==> config.mk <==
export PLATFORM = sky130hd
export DESIGN_NAME = apb_master
export DESIGN_NICKNAME = d
export VERILOG_FILES = /design/src/rtl/apb_pkg.sv /design/src/rtl/apb_master.sv
export SDC_FILE = /design/constraint.sdc
export NUM_CORES = 1
export LEC_CHECK = 0
export CORE_AREA = 2 2 92 94
export CTS_CLUSTER_DIAMETER = 40
export DETAILED_ROUTE_END_ITERATION = 6
export DIE_AREA = 0 0 94 96
export PLACE_DENSITY = 0.82
export SKIP_CTS_REPAIR_TIMING = 1
export SYNTH_ARGS = -nofsm -noshare
export SYNTH_HDL_FRONTEND = slang
export SYNTH_SLANG_ARGS = --single-unit
==> constraint.sdc <==
create_clock -name clk -period 4.1 [get_ports clk]
set_input_delay 0.41 -clock clk [delete_from_list [all_inputs] [get_ports clk]]
set_output_delay 0.41 -clock clk [all_outputs]
set_load 0.03 [all_outputs]
==> src/rtl/apb_pkg.sv <==
// Shared APB definitions: requester state encoding and the default bus widths
// used by the APB requester and the GPIO/UART slaves.
package apb_pkg;

  typedef enum logic [1:0] {
    IDLE   = 2'b00,
    SETUP  = 2'b01,
    ACCESS = 2'b10
  } apb_state_e;

  localparam int APB_ADDR_W = 5;
  localparam int APB_DATA_W = 32;

endpackage

==> src/rtl/apb_master.sv <==
// APB3 requester: one command at a time, IDLE->SETUP->ACCESS, single-cycle response.
// Optional ACCESS timeout is built only when APB_TIMEOUT_EN is defined.
module apb_master
  import apb_pkg::*;
#(
  parameter int ADDR_W         = APB_ADDR_W,
  parameter int DATA_W         = APB_DATA_W,
  parameter int TIMEOUT_CYCLES = 16
) (
  input  logic              clk,
  input  logic              Reset,
  input  logic              cmd_valid,
  output logic              cmd_ready,
  input  logic              cmd_write,
  input  logic [ADDR_W-1:0] cmd_addr,
  input  logic [DATA_W-1:0] cmd_wdata,
  output logic              rsp_valid,
  output logic [DATA_W-1:0] rsp_rdata,
  output logic              rsp_err,
  output logic              Psel,
  output logic              penable,
  output logic              pwrite,
  output logic [ADDR_W-1:0] paddr,
  output logic [DATA_W-1:0] pwdata,
  input  logic [DATA_W-1:0] prdata,
  input  logic              pready
);

  apb_state_e        r_state;
  apb_state_e        w_next;
  logic              w_hs;
  logic              w_done;
  logic              w_abort;
  logic              w_cmd_ready;
  logic              w_psel;
  logic              w_penable;
  logic              r_pwrite;
  logic [ADDR_W-1:0] r_paddr;
  logic [DATA_W-1:0] r_pwdata;
  logic              r_rsp_valid;
  logic [DATA_W-1:0] r_rsp_rdata;

  assign w_hs   = cmd_valid && w_cmd_ready;
  assign w_done = (r_state == ACCESS) && pready;

`ifdef APB_TIMEOUT_EN
  localparam int              CNT_W    = $clog2(TIMEOUT_CYCLES + 1);
  localparam logic [CNT_W-1:0] CNT_LAST = CNT_W'(TIMEOUT_CYCLES - 1);

  logic [CNT_W-1:0] r_cnt;
  logic             r_rsp_err;

  // Counts completed ACCESS cycles; cleared in SETUP so it is zero on ACCESS entry.
  always_ff @(posedge clk or posedge Reset) begin
    if (Reset) begin
      r_cnt <= '0;
    end else if (r_state == SETUP) begin
      r_cnt <= '0;
    end else if (r_state == ACCESS) begin
      r_cnt <= r_cnt + 1'b1;
    end
  end

  // A ready slave in the limit cycle still completes normally.
  assign w_abort = (r_state == ACCESS) && !pready && (r_cnt == CNT_LAST);

  always_ff @(posedge clk or posedge Reset) begin
    if (Reset) begin
      r_rsp_err <= 1'b0;
    end else begin
      r_rsp_err <= w_abort;
    end
  end

  assign rsp_err = r_rsp_err;
`else
  assign w_abort = 1'b0;
  assign rsp_err = 1'b0;

  // TIMEOUT_CYCLES only shapes the timeout build; keep it referenced here.
  if (TIMEOUT_CYCLES < 1) begin : g_timeout_unused
  end
`endif

  always_ff @(posedge clk or posedge Reset) begin
    if (Reset) begin
      r_state <= IDLE;
    end else begin
      r_state <= w_next;
    end
  end

  always_comb begin
    w_next = r_state;
    unique case (r_state)
      IDLE:    if (w_hs) w_next = SETUP;
      SETUP:   w_next = ACCESS;
      ACCESS:  if (w_done || w_abort) w_next = IDLE;
      default: w_next = IDLE;
    endcase
  end

  // cmd_ready is gated by Reset because the async reset parks the FSM in IDLE.
  always_comb begin
    w_cmd_ready = 1'b0;
    w_psel      = 1'b0;
    w_penable   = 1'b0;
    unique case (r_state)
      IDLE:   w_cmd_ready = !Reset;
      SETUP:  w_psel      = 1'b1;
      ACCESS: begin
        w_psel    = 1'b1;
        w_penable = 1'b1;
      end
      default: ;
    endcase
  end

  always_ff @(posedge clk or posedge Reset) begin
    if (Reset) begin
      r_pwrite <= 1'b0;
      r_paddr  <= '0;
      r_pwdata <= '0;
    end else if (w_hs) begin
      r_pwrite <= cmd_write;
      r_paddr  <= cmd_addr;
      r_pwdata <= cmd_wdata;
    end
  end

  always_ff @(posedge clk or posedge Reset) begin
    if (Reset) begin
      r_rsp_valid <= 1'b0;
      r_rsp_rdata <= '0;
    end else begin
      r_rsp_valid <= w_done || w_abort;
      if (w_done) begin
        r_rsp_rdata <= r_pwrite ? '0 : prdata;
      end else if (w_abort) begin
        r_rsp_rdata <= '0;
      end
    end
  end

  assign cmd_ready = w_cmd_ready;
  assign Psel      = w_psel;
  assign penable   = w_penable;
  assign pwrite    = r_pwrite;
  assign paddr     = r_paddr;
  assign pwdata    = r_pwdata;
  assign rsp_valid = r_rsp_valid;
  assign rsp_rdata = r_rsp_rdata;

endmodule

==> results of run 1 <==
## logic make-up after synthesis
kind of cell / after synthesis / share of synthesized area, %
muxes: 40 / 17.4
AOI/OAI and AO/OA: 33 / 5.45
adders and majority gates: 4 / 1.65
buffers and inverters: 19 / 3.31
and+or+nand+nor: 69 / 11.8
DFF: 73 / 60.3
other: 1 / 0.124
## layout by cell type (no fill, tap or decap), drive strengths merged, types with 2 or more instances in the layout
cell type and instances:
clkdlybuf4s50 147, dfrtp 73, mux2 40, nand2 34
nand2b 33, o21ai 32, clkbuf 11, ha 4
inv 3, clkinv 3, clkinvlp 2, buf 2
nor2b 2
## sequential cells by signal, indices dropped and copies added (netlist names)
| name | count |
|---|---|
| rsp_valid | 1 |
| rsp_rdata | 32 |
| pwdata | 32 |
| paddr | 5 |
| pwrite | 1 |
| r_state | 2 |
## stage by stage
stage	setup slack (ps)	cell area, µm²	total power, mW	util (%)
after detailed placement	1650	4560	3.30	56.7
after floorplan	1840	3030	2.44	-
after global routing	1710	4760	4.04	59.1
after CTS	1800	4760	3.87	59.1
after global placement	1730	4560	3.25	56.7
final	1830	4760	3.82	59.1
## worst max-delay path, stage by stage, from the launching register on
cell and delay, ps:
dfrtp_1 400, inv_1 110, ha_1 180, nor2b_4 160, clkdlybuf4s50_1 680
## cells in the mapped netlist, drive strengths merged
library cell / count / area (µm²)
dfrtp: 73 / 1830
mux2: 40 / 526
ha: 4 / 50.1
conb: 1 / 3.75
inv: 4 / 15.0
a21oi: 1 / 5.00
o21ai: 32 / 160
buf: 6 / 51.3
nand2: 34 / 130
nand2b: 33 / 206
nor2b: 2 / 20.0
clkbuf: 9 / 33.8
## layout make-up
type | instances | area, µm² | area share, %
Clock inverter | 5 | 55.1 | 1.16
Timing Repair Buffer | 149 | 1490 | 31.2
Multi-Input combinational cell | 147 | 1100 | 23.2
Inverter | 4 | 16.3 | 0.342
Clock buffer | 11 | 141 | 2.97
Tap cell | 105 | 131 | 2.76
Sequential cell | 73 | 1830 | 38.4
## metal layers
metal	wire length, µm	track usage (%)	vias to the layer above
li1	-	-	1070
met1	2880	19.0	1041
met2	3570	26.4	82
met3	409	5.17	4
met4	57	4.71	0
met5	0	0	-
## worst paths after layout
kind	start	to	slack, ps	cells past startpoint
worst max-delay path	r_state[0]	cmd_ready	1830	4
worst min-delay path	rsp_rdata[22]	rsp_rdata[22]	480	2
worst max register to register	r_state[0]	pwrite	1940	5
worst min register to register	rsp_rdata[22]	rsp_rdata[22]	480	2
max in group asynchronous	Reset	rsp_rdata[2]	2630	3
min in group asynchronous	Reset	pwdata[21]	630	2
## where the power goes
group / switching, mW / internal, mW / total (mW) / leakage, nW
logic: 1.08 / 0.970 / 2.05 / 1.10
clock network: 0.254 / 0.296 / 0.550 / 0.0953
registers: 0.173 / 1.04 / 1.21 / 0.904
total: 1.51 / 2.31 / 3.82 / 2.10
==> impl_results.md, run 1 <==
- Worst vdd ir: 0.465 mV
- Fill count: just under 700
- FMAX: 0.440 GHz
- Run status: complete, no violations
- Clock Pin Slew Worst Setup and Hold Paths: 80 ps
- Initial cell density of the core: 37.6%
- Initial DRC Count: 70
- Min Tclk post-route: 2270 ps
- I/O Pins: around 150
- Total global routing overflow: 0
- Global Route Usage Sum: 15.6%
- Final setup vio count: 0
- IO Port Bufs: 147
- CP required: about 3700 ps
- CTS sink count: 73
- Final Cycle Share: between 50% and 60%
- Final hold slack: 482 ps
- Syn Inst Count: 239
- Hpwl dp: 5080 µm
- Wire length of the first global-routing pass: 10800 µm
- Setup_tns: 0 ps
- P per Cell Area: 802 nW/µm²
- FF+latch count, synth: 73
- Area growth syn-to-layout: 57.2%
- Die W: 94 µm
- DR WL/cell: 14.0 µm
- CP endpoint kind: primary output
- RePlAce Congestion: 0.698
- CTS tree: built
- H-Tree Depth: 3
- 1st-pass router iterations: 4
- Finished Layout Cells: around 490
- Crit-path max FO: 3
- Mapped Avg Cell Area: 12.7 µm²
- Seq/Total Area, Yosys: 60.3%
- ANT cells: 0
- TritonCTS Buffers: 9
- Yosys warns: 0
- CORE AREA: between 8000 and 9000 µm²
- Unrepaired setup endpoints after global routing: no
- Hold/Removal Path Class: register to register
- Max Cap Viol: 0
- Post-route ant nets: 0
- Synth Net Count: 317
- Post-route DRC: 0
- CTS root buffer: clkbuf_8
- Drt total wl: 6910 µm
- Least-Margin Pin Slew: 1090 ps
- Nature of the critical path startpoint: register
- Type of the worst setup path: register to primary output
- Cell Area, Synth: 3030 µm²
- Final Hold Viols: 0
- Vias in the first global route: approximately 2300
- Clk Latency, worst-skew pair: 330 ps
- Share of cells above drive strength 1: between 10% and 20%
- Vias: 2197
- Fin Clk Skew: 8.74 ps
- Maximum buffer depth of the clock tree: 2
- Initial antenna violation count: 0
- Cell Rows: 33
- Static leakage: 2.10 nW
- Worst slew margin: 26.8%
- Via density: roughly 4.4
- Final net count: 462
- Pins Over Slew Limit: 0
- Largest net degree at the start of global routing: between 60 and 70
- Die Span Y: 96 µm
- Dpl cells: ~480
- Die area: between 9000 and 10000 µm²
- WP data arrival: 1860 ps
- Count of different cell masters after synthesis: 17
Power figures use the tool's default switching activity.
==> run 2, diff against run 1 <==
==> constraint.sdc (replaced) <==
create_clock -name clk -period 2.1 [get_ports clk]
set_input_delay 0.21 -clock clk [delete_from_list [all_inputs] [get_ports clk]]
set_output_delay 0.21 -clock clk [all_outputs]
set_load 0.03 [all_outputs]
==> run 2 against run 1 <==
Net effect:
- core utilization grew 0.89 points
- sequential share of layout area decreased by 0.57 points
- sequential power is 95% higher
- clock skew is 1.6 ps lower
- die area stayed put
- clock-buffer cell count decreased by 2
- clock power grew 120%
- flip-flop and latch count is the same
- wire length grew 1.6%
- register-to-register slack worse by 1600 ps
- largest cell class unchanged
==> impl_results.md, run 2 (synthesis gave the netlist of run 1 again) <==
- Run status: complete, no violations (unchanged)
- Hpwl dp: 5290 µm (was 5080 µm)
- Vias in the first global route: 2214 (was 2250)
- Type of the worst setup path: register to primary output (unchanged)
- Commonest cells after routing, fill and taps aside: clkdlybuf4s50_1 (146), dfrtp_1 (73), nand2b_1 (33) (was clkdlybuf4s50_1 (147), dfrtp_1 (73), nand2b_1 (33))
- Via density: 4.47 (was 4.45)
- Post-route DRC: 0 (unchanged)
- Share of cells above drive strength 1: 16.6% (was 15.7%)
- Cell Rows: 33 (unchanged)
- Setup_tns: 0 ps (unchanged)
- Gate power share: 53.1% (was 53.8%)
- CTS tree: built (unchanged)
- CP endpoint kind: primary output (unchanged)
- CORE AREA: 8050 µm² (unchanged)
- Sw power: 3.00 mW (was 1.51 mW)
- Clk Latency, worst-skew pair: 340 ps (was 330 ps)
- Pint: 4.61 mW (was 2.31 mW)
- H-Tree Depth: 3 (unchanged)
- Wire length of the first global-routing pass: 11000 µm (was 10800 µm)
- Initial DRC Count: 40 (was 70)
- Sequential Power Share: 31.0% (was 31.8%)
- CTS root buffer: clkbuf_8 (unchanged)
- Sw frac: 39.4% (was 39.6%)
- Initial cell density of the core: 37.6% (unchanged)
- P per Cell Area: 1580 nW/µm² (was 802 nW/µm²)
- Fin area: 4830 µm² (was 4760 µm²)
- Final setup vio count: 0 (unchanged)
- I/O Pins: 149 (unchanged)
- Worst vdd ir: 0.717 mV (was 0.465 mV)
- Area growth syn-to-layout: 59.6% (was 57.2%)
- 1st-pass router iterations: 4 (unchanged)
- Final WS setup: 136 ps (was 1830 ps)
- Clock share of power: 15.9% (was 14.4%)
- Final Cycle Share: 93.5%
- Crit-path max FO: 3 (unchanged)
- Hold/Removal Path Class: primary input to asynchronous set/reset pin (was register to register)
- Initial antenna violation count: 0 (unchanged)
- Worst slack, placed: 324 ps (was 1650 ps)
- Total global routing overflow: 0 (unchanged)
- Dpl cell area: 4610 µm² (was 4560 µm²)
- Global Route Usage Sum: 16.2% (was 15.6%)
- Max Cap Viol: 0 (unchanged)
- ANT cells: 0 (unchanged)
- Final Hold Viols: 0 (unchanged)
- CTS sink count: 73 (unchanged)
- Clock Pin Slew Worst Setup and Hold Paths: 80 ps (about the same)
- Vias: 2222 (was 2197)
- TritonCTS Buffers: 9 (unchanged)
- CP required: 1890 ps (was 3690 ps)
- Fin Clk Skew: 7.18 ps (was 8.74 ps)
- Min Tclk post-route: between 1500 and 2000 ps
- Largest net degree at the start of global routing: 49 (was 66)
- Commonest non-fill, non-tap cell in the layout: clkdlybuf4s50_1 (unchanged)
- Final net count: 465 (was 462)
- DR WL/cell: 14.1 µm (was 14.0 µm)
- Post-route ant nets: 0 (unchanged)
- Static leakage: 2.15 nW (was 2.10 nW)
- Die Span Y: 96 µm (unchanged)
- Pins Over Slew Limit: 0 (unchanged)
- Drt total wl: 7030 µm (was 6910 µm)
- Maximum buffer depth of the clock tree: 2 (unchanged)
- Final hold slack: 292 ps (was 482 ps)
- RePlAce Congestion: 0.785 (was 0.698)
- WP data arrival: 1750 ps (was 1860 ps)
- IO Port Bufs: 147 (unchanged)
- Die W: 94 µm (unchanged)
- Unrepaired setup endpoints after global routing: no (unchanged)
- Nature of the critical path startpoint: register (unchanged)
- FMAX: 0.509 GHz
- Die area: 9020 µm² (unchanged)
## run 2: cell count changes in the layout (fill, tap and decap cells not counted), sizes merged
cell / delta
buf: +3
bufinv: +1
clkbuf: -2
clkdlybuf4s50: -1
dlymetal6s2s: +1
inv: +1
## run 2: layout make-up
cell class / count / area [µm²]
fill: 673 / 3220
sequential: 73 / 1830
timing repair buffer: 152 / 1540
multi-input combinational: 147 / 1100
tap: 105 / 131
clock buffer: 9 / 124
clock inverter: 7 / 93.8
inverter: 4 / 16.3
## run 2: critical path: stages, from the launching register on
cell             delay, ps
dfrtp_1                400
inv_1                  110
ha_1                   220
clkdlybuf4s50_1        690
## run 2: path summary, 6_finish.rpt
path | startpoint | end | slack [ps] | depth (start not counted)
worst max-delay path | r_state[0] | penable | 140 | 3
max in group asynchronous | Reset | pwdata[3] | 1220 | 3
worst max register to register | r_state[0] | paddr[2] | 380 | 6
worst min register to register | rsp_rdata[31] | rsp_rdata[31] | 480 | 2
min in group clk | prdata[29] | rsp_rdata[29] | 420 | 3
worst min-delay path | Reset | r_state[0] | 290 | 2
## run 2: metal layers
layer	share of wire, %	wire (µm)	track usage [%]	vias to the layer above
li1	-	-	-	1079
met1	40	2820	19.5	1048
met2	51	3560	26.7	82
met3	7.4	521	5.01	13
met4	1.8	129	7.61	0
met5	0	0	0	-
## run 2: power by group through the flow
stage,clock network (mW),logic (mW),registers [mW]
floorplan,0,1.18,3.59
global placement,0,4.00,2.37
detailed placement,0,4.08,2.40
CTS,1.25,4.10,2.37
global route,1.31,4.28,2.45
finish,1.21,4.05,2.36
## run 2: stage by stage
stage                     instances  power [mW]  utilization [%]
after CTS                       497        7.72             60.0
after global routing            497        8.04             60.0
after global placement          481        6.37             57.3
after floorplan                 239        4.77                -
final                           497        7.62             60.0
after detailed placement        481        6.48             57.3
==> variant 1, RTL diff (flow settings as in run 2) <==
The package constant `APB_ADDR_W` goes from 5 to 7.
--- a/src/rtl/apb_pkg.sv
+++ b/src/rtl/apb_pkg.sv
@@ -8,7 +8,7 @@
     ACCESS = 2'b10
   } apb_state_e;
 
-  localparam int APB_ADDR_W = 5;
+  localparam int APB_ADDR_W = 7;
   localparam int APB_DATA_W = 32;
 
 endpackage
Interface: changed (resized cmd_addr and paddr); port bits go from 149 to 153. No check against the original RTL was run, so the function may have changed too.
==> variant 1 against run 2 <==
  * Worst hold slack better by 140 ps
  * Clock skew is 3.9 ps higher
  * Synthesized area is 5.2% higher
  * Cell area is 4.4% higher
  * First-iteration DRC count is 15% higher
  * Worst setup slack worse by 48 ps
  * Via count is 2.2% higher
  * Sequential cell count is 2 higher
  * Power is 4.1% higher
  * Sequential power is 4% higher
  * Non-clock buffer count is 6 higher
  * Routed wire length is 6.7% higher
  * Critical path type unchanged
  * Largest cell class unchanged
==> variant 1: results (changes against run 2) <==
Status
  • Outcome: complete, no violations

Logic synthesis
  • Library cells used by synthesis: 17 (unchanged)
  • Top post-synthesis cells by count: dfrtp_1, mux2_4, nand2_1, nand2b_1, o21ai_0
  • Largest cells by area after synthesis: dfrtp_1, mux2_4, nand2b_1, o21ai_0, nand2_1
  • Net count after synthesis: 323 (+1.9%)
  • Post-synthesis async set-or-reset flop share: 100% (unchanged)
  • Top_reg_cell synth: dfrtp_1
  • Sequential element share of the synthesized area: 58.9% (-1.4 points)

Finish
  • Nets@finish: 477 (+2.6%)
  • Fillers: 662 (-1.6%)
  • Layout cells sized above 1: 17.2% (+0.58 points)

Critical path
  • FF-to-FF path depth: 6 (unchanged)
  • Crit path DAT: 1800 ps (+50 ps)
  • CP max stage delay: 680 ps
  • Maximum fanout along the worst path: 3 (unchanged)

Global route
  • Vias in the first global route: 2317 (+4.7%)
  • Initial antenna violation count: 0 (unchanged)
  • Largest net degree at the start of global routing: 45 (-8.2%)
  • Global-route usage over all layers: 17.0% (+0.77 points)
  • First-pass GRT wire length: 11.6 mm (+5.4%)
  • Total gr overflow: 0 (unchanged)

Power
  • LEAKAGE: 2.31 nW (+7.5%)
  • Peak supply drop: 0.679 mV (-5.2%)

Min path
  • Min-delay worst type: primary input to register
  • Hold Path Stages: 3

Place
  • Placement Setup Slack: 314 ps (-10.2 ps)
  • Post-DP HPWL: 5.63 mm (+6.5%)
  • Cell Area, Placed: 4830 um2 (+4.7%)
  • Routability cong.: 0.695 (-11%)
  • Port Buffers: 151 (+2.7%)

Drt
  • WL per Instance: 14.8 um (+4.6%)
  • DRT iter0 DRCs: 46 (+15%)
  • Via density: 4.48 (+0.19%)

Timing
  • Final Skew: 11.1 ps (+3.90 ps)

Clock network
  • CTS root buffer: clkbuf_8
==> variant 1: power breakdown <==
part	internal, mW	switching (mW)
registers	2.09	0.361
logic	2.11	2.22
clock network	0.618	0.531
==> variant 1: worst paths after layout <==
| kind | start | slack [ps] | endpoint |
|---|---|---|---|
| setup / recovery | r_state[1] | 90 | Psel |
| hold / removal | prdata[18] | 430 | rsp_rdata[18] |
| setup reg to reg | r_state[1] | 340 | pwdata[6] |
| hold reg to reg | rsp_rdata[27] | 490 | rsp_rdata[27] |
| max in group asynchronous | Reset | 1220 | rsp_rdata[28] |
| min in group asynchronous | Reset | 440 | pwdata[21] |
==> variant 1: final cells by class <==
class	instances	area, um2	share of cell area, %
clock inverters	5	60.1	1.19
flip-flops and latches	75	1880	37.2
multi-input cells	149	1200	23.8
well taps	105	131	2.60
clock buffers	11	151	3.00
inverters	4	18.8	0.372
repair buffers	158	1600	31.8
==> variant 1: logic make-up after synthesis <==
| family | Yosys count | synth area share [%] |
|---|---|---|
| buf+inv | 19 | 3.42 |
| compound gates | 33 | 5.19 |
| simple gates | 69 | 11.2 |
| fa+ha+maj | 4 | 1.57 |
| other cells | 1 | 0.118 |
| flops | 75 | 58.9 |
| mux | 42 | 19.6 |
==> variant 1: stage by stage <==
step,hold WS (ps),utilization [%],cells,power [mW]
after global placement,462,60.0,491,6.72
after global routing,425,62.6,507,8.36
final,430,62.6,507,7.93
after detailed placement,474,60.0,491,6.84
after CTS,413,62.6,507,8.03
after floorplan,359,-,243,5.05
==> variant 1: layer usage <==
metal / track usage, % / up-vias / share of wire (%)
li1: - / 1103 / -
met1: 19.8 / 1074 / 41
met2: 29.6 / 80 / 51
met3: 3.68 / 14 / 5.3
met4: 8.33 / 0 / 2.3
met5: 0 / - / 0
==> variant 2, RTL diff (flow settings as in run 2) <==
Made on the original files. Re-encode `apb_state_e` (3 states) as one-hot, 3 bits wide.
--- a/src/rtl/apb_pkg.sv
+++ b/src/rtl/apb_pkg.sv
@@ -2,10 +2,10 @@
 // used by the APB requester and the GPIO/UART slaves.
 package apb_pkg;
 
-  typedef enum logic [1:0] {
-    IDLE   = 2'b00,
-    SETUP  = 2'b01,
-    ACCESS = 2'b10
+  typedef enum logic [2:0] {
+    IDLE   = 3'b001,
+    SETUP  = 3'b010,
+    ACCESS = 3'b100
   } apb_state_e;
 
   localparam int APB_ADDR_W = 5;
Function: no difference found for any inputs over 10 cycles, from zero or initial values and one cycle with Reset high; not proved beyond that.
==> variant 2 against run 2 <==
  * Sequential cell count rose by 1
  * Synthesized area up 4.0%
  * Die area stayed put
  * Cell area increased by 1.8%
  * First-iteration DRC count grew to 2.7 times the old value
  * Non-clock buffer count unchanged
  * Worst setup slack improved by 210 ps
  * Synthesized cell count shrank 0.84%
  * Clock skew up 3.5 ps
  * Sequential share of layout area down 0.13 points
  * Fmax is 12% higher
  * Routed wire length grew 2.0%
Power is not compared: it rests on default switching activity, and its combinational part moved more than twofold at a synthesized area within 25%.
==> variant 2: results (changes against run 2) <==
Status
  • Outcome: complete, no violations

Critical path
  • Crit path DAT: 1540 ps (-210 ps)
  • Worst R2R Setup Slack: 440 ps (+60 ps)
  • Maximum fanout along the worst path: 5 (+2)
  • Crit path launch: r_state[2]
  • Worst flop-to-flop path startpoint: r_state[0]

Logic synthesis
  • Top post-synthesis cells by count: dfrtp_1, mux2_4, nand2b_1, nand2_1, o21ai_1
  • Sequential element share of the synthesized area: 58.8% (-1.5 points)
  • Largest cells by area after synthesis: dfrtp_1, mux2_4, nand2b_1, nand2_1, buf_12
  • Post-synthesis async set-or-reset flop share: 100% (unchanged)
  • Net count after synthesis: 311 (-1.9%)
  • Library cells used by synthesis: 21 (+4)
  • Mapped Cells: 237 (-0.84%)

Finish
  • Final Non-Filler Cells: 493 (-0.80%)
  • Nets@finish: 458 (-1.5%)
  • Layout cells sized above 1: 16.2% (-0.34 points)

Power
  • Seq pwr: 1.89 mW
  • Comb pwr share: 38.8%
  • Peak supply drop: 0.558 mV
  • LEAKAGE: 2.19 nW

Global route
  • Vias in the first global route: 2273 (+2.7%)
  • Largest net degree at the start of global routing: 75 (+53%)
  • Global-route usage over all layers: 15.9% (-0.30 points)

Place
  • Post-DP HPWL: 5.20 mm (-1.7%)
  • Cells after DPL: 478 (-0.62%)
  • Cell Area, Placed: 4690 um2 (+1.8%)
  • Routability cong.: 0.746 (-5.0%)

Drt
  • Pre-antenna DRT Iters: 4 (unchanged)
  • Post-Route WL: 7.17 mm (+2.0%)
  • DRT iter0 DRCs: 107 (+170%)
  • Total number of vias: 2217 (-0.23%)

Timing
  • Min Hold Slack: 342 ps (+49.7 ps)
  • Final Skew: 10.6 ps (+3.45 ps)

Clock network
  • H-tree lvl count: 3 (unchanged)
  • CTS root buffer: clkbuf_8
  • CTS clock-pin slew for the worst setup and hold paths: 80 ps (about the same)
variant 2: area by class of cell:
cell class	instances	area (um2)
Clock buffer	10	138
Clock inverter	5	78.8
Fill cell	667	3130
Inverter	2	7.51
Multi-Input combinational cell	145	1140
Sequential cell	74	1850
Tap cell	105	131
Timing Repair Buffer	152	1570
variant 2: routing by layer:
| layer | GRT usage, % | vias to the layer above | part of all wire, % |
|---|---|---|---|
| li1 | - | 1074 | - |
| met1 | 19.7 | 1067 | 40 |
| met2 | 27.3 | 72 | 54 |
| met3 | 4.15 | 4 | 5.4 |
| met4 | 4.95 | 0 | 0.59 |
| met5 | 0 | - | 0 |
variant 2: worst paths after layout:
kind | to | depth (start not counted)
worst min register to register | rsp_rdata[29] | 2
worst max register to register | pwdata[8] | 4
min in group clk | rsp_rdata[30] | 3
worst min-delay path | pwdata[1] | 3
max in group asynchronous | r_state[0] | 3
worst max-delay path | Psel | 3
variant 2: kinds of logic after synthesis:
| logic type | Yosys count | share of synthesized area, % |
|---|---|---|
| flops | 74 | 58.8 |
| simple gates | 72 | 12.5 |
| mux | 38 | 18.1 |
| compound gates | 34 | 5.40 |
| buf+inv | 18 | 5.04 |
| other cells | 1 | 0.119 |
variant 2: worst max-delay path, cell delays in order, from the launching register on:
cell	delay [ps]
dfrtp_1	450
or2b_1	270
a21oi_1	180
dlymetal6s2s_1	320
variant 2: metrics by stage:
stage	total power, mW	utilization, %	worst slack, ps
6_report	5.05	61.1	345
4_1_cts	5.11	61.0	-75.3
5_1_grt	5.29	61.1	272
3_5_place_dp	3.89	58.3	235
2_1_floorplan	3.04	-	10.0
3_3_place_gp	3.85	58.3	261
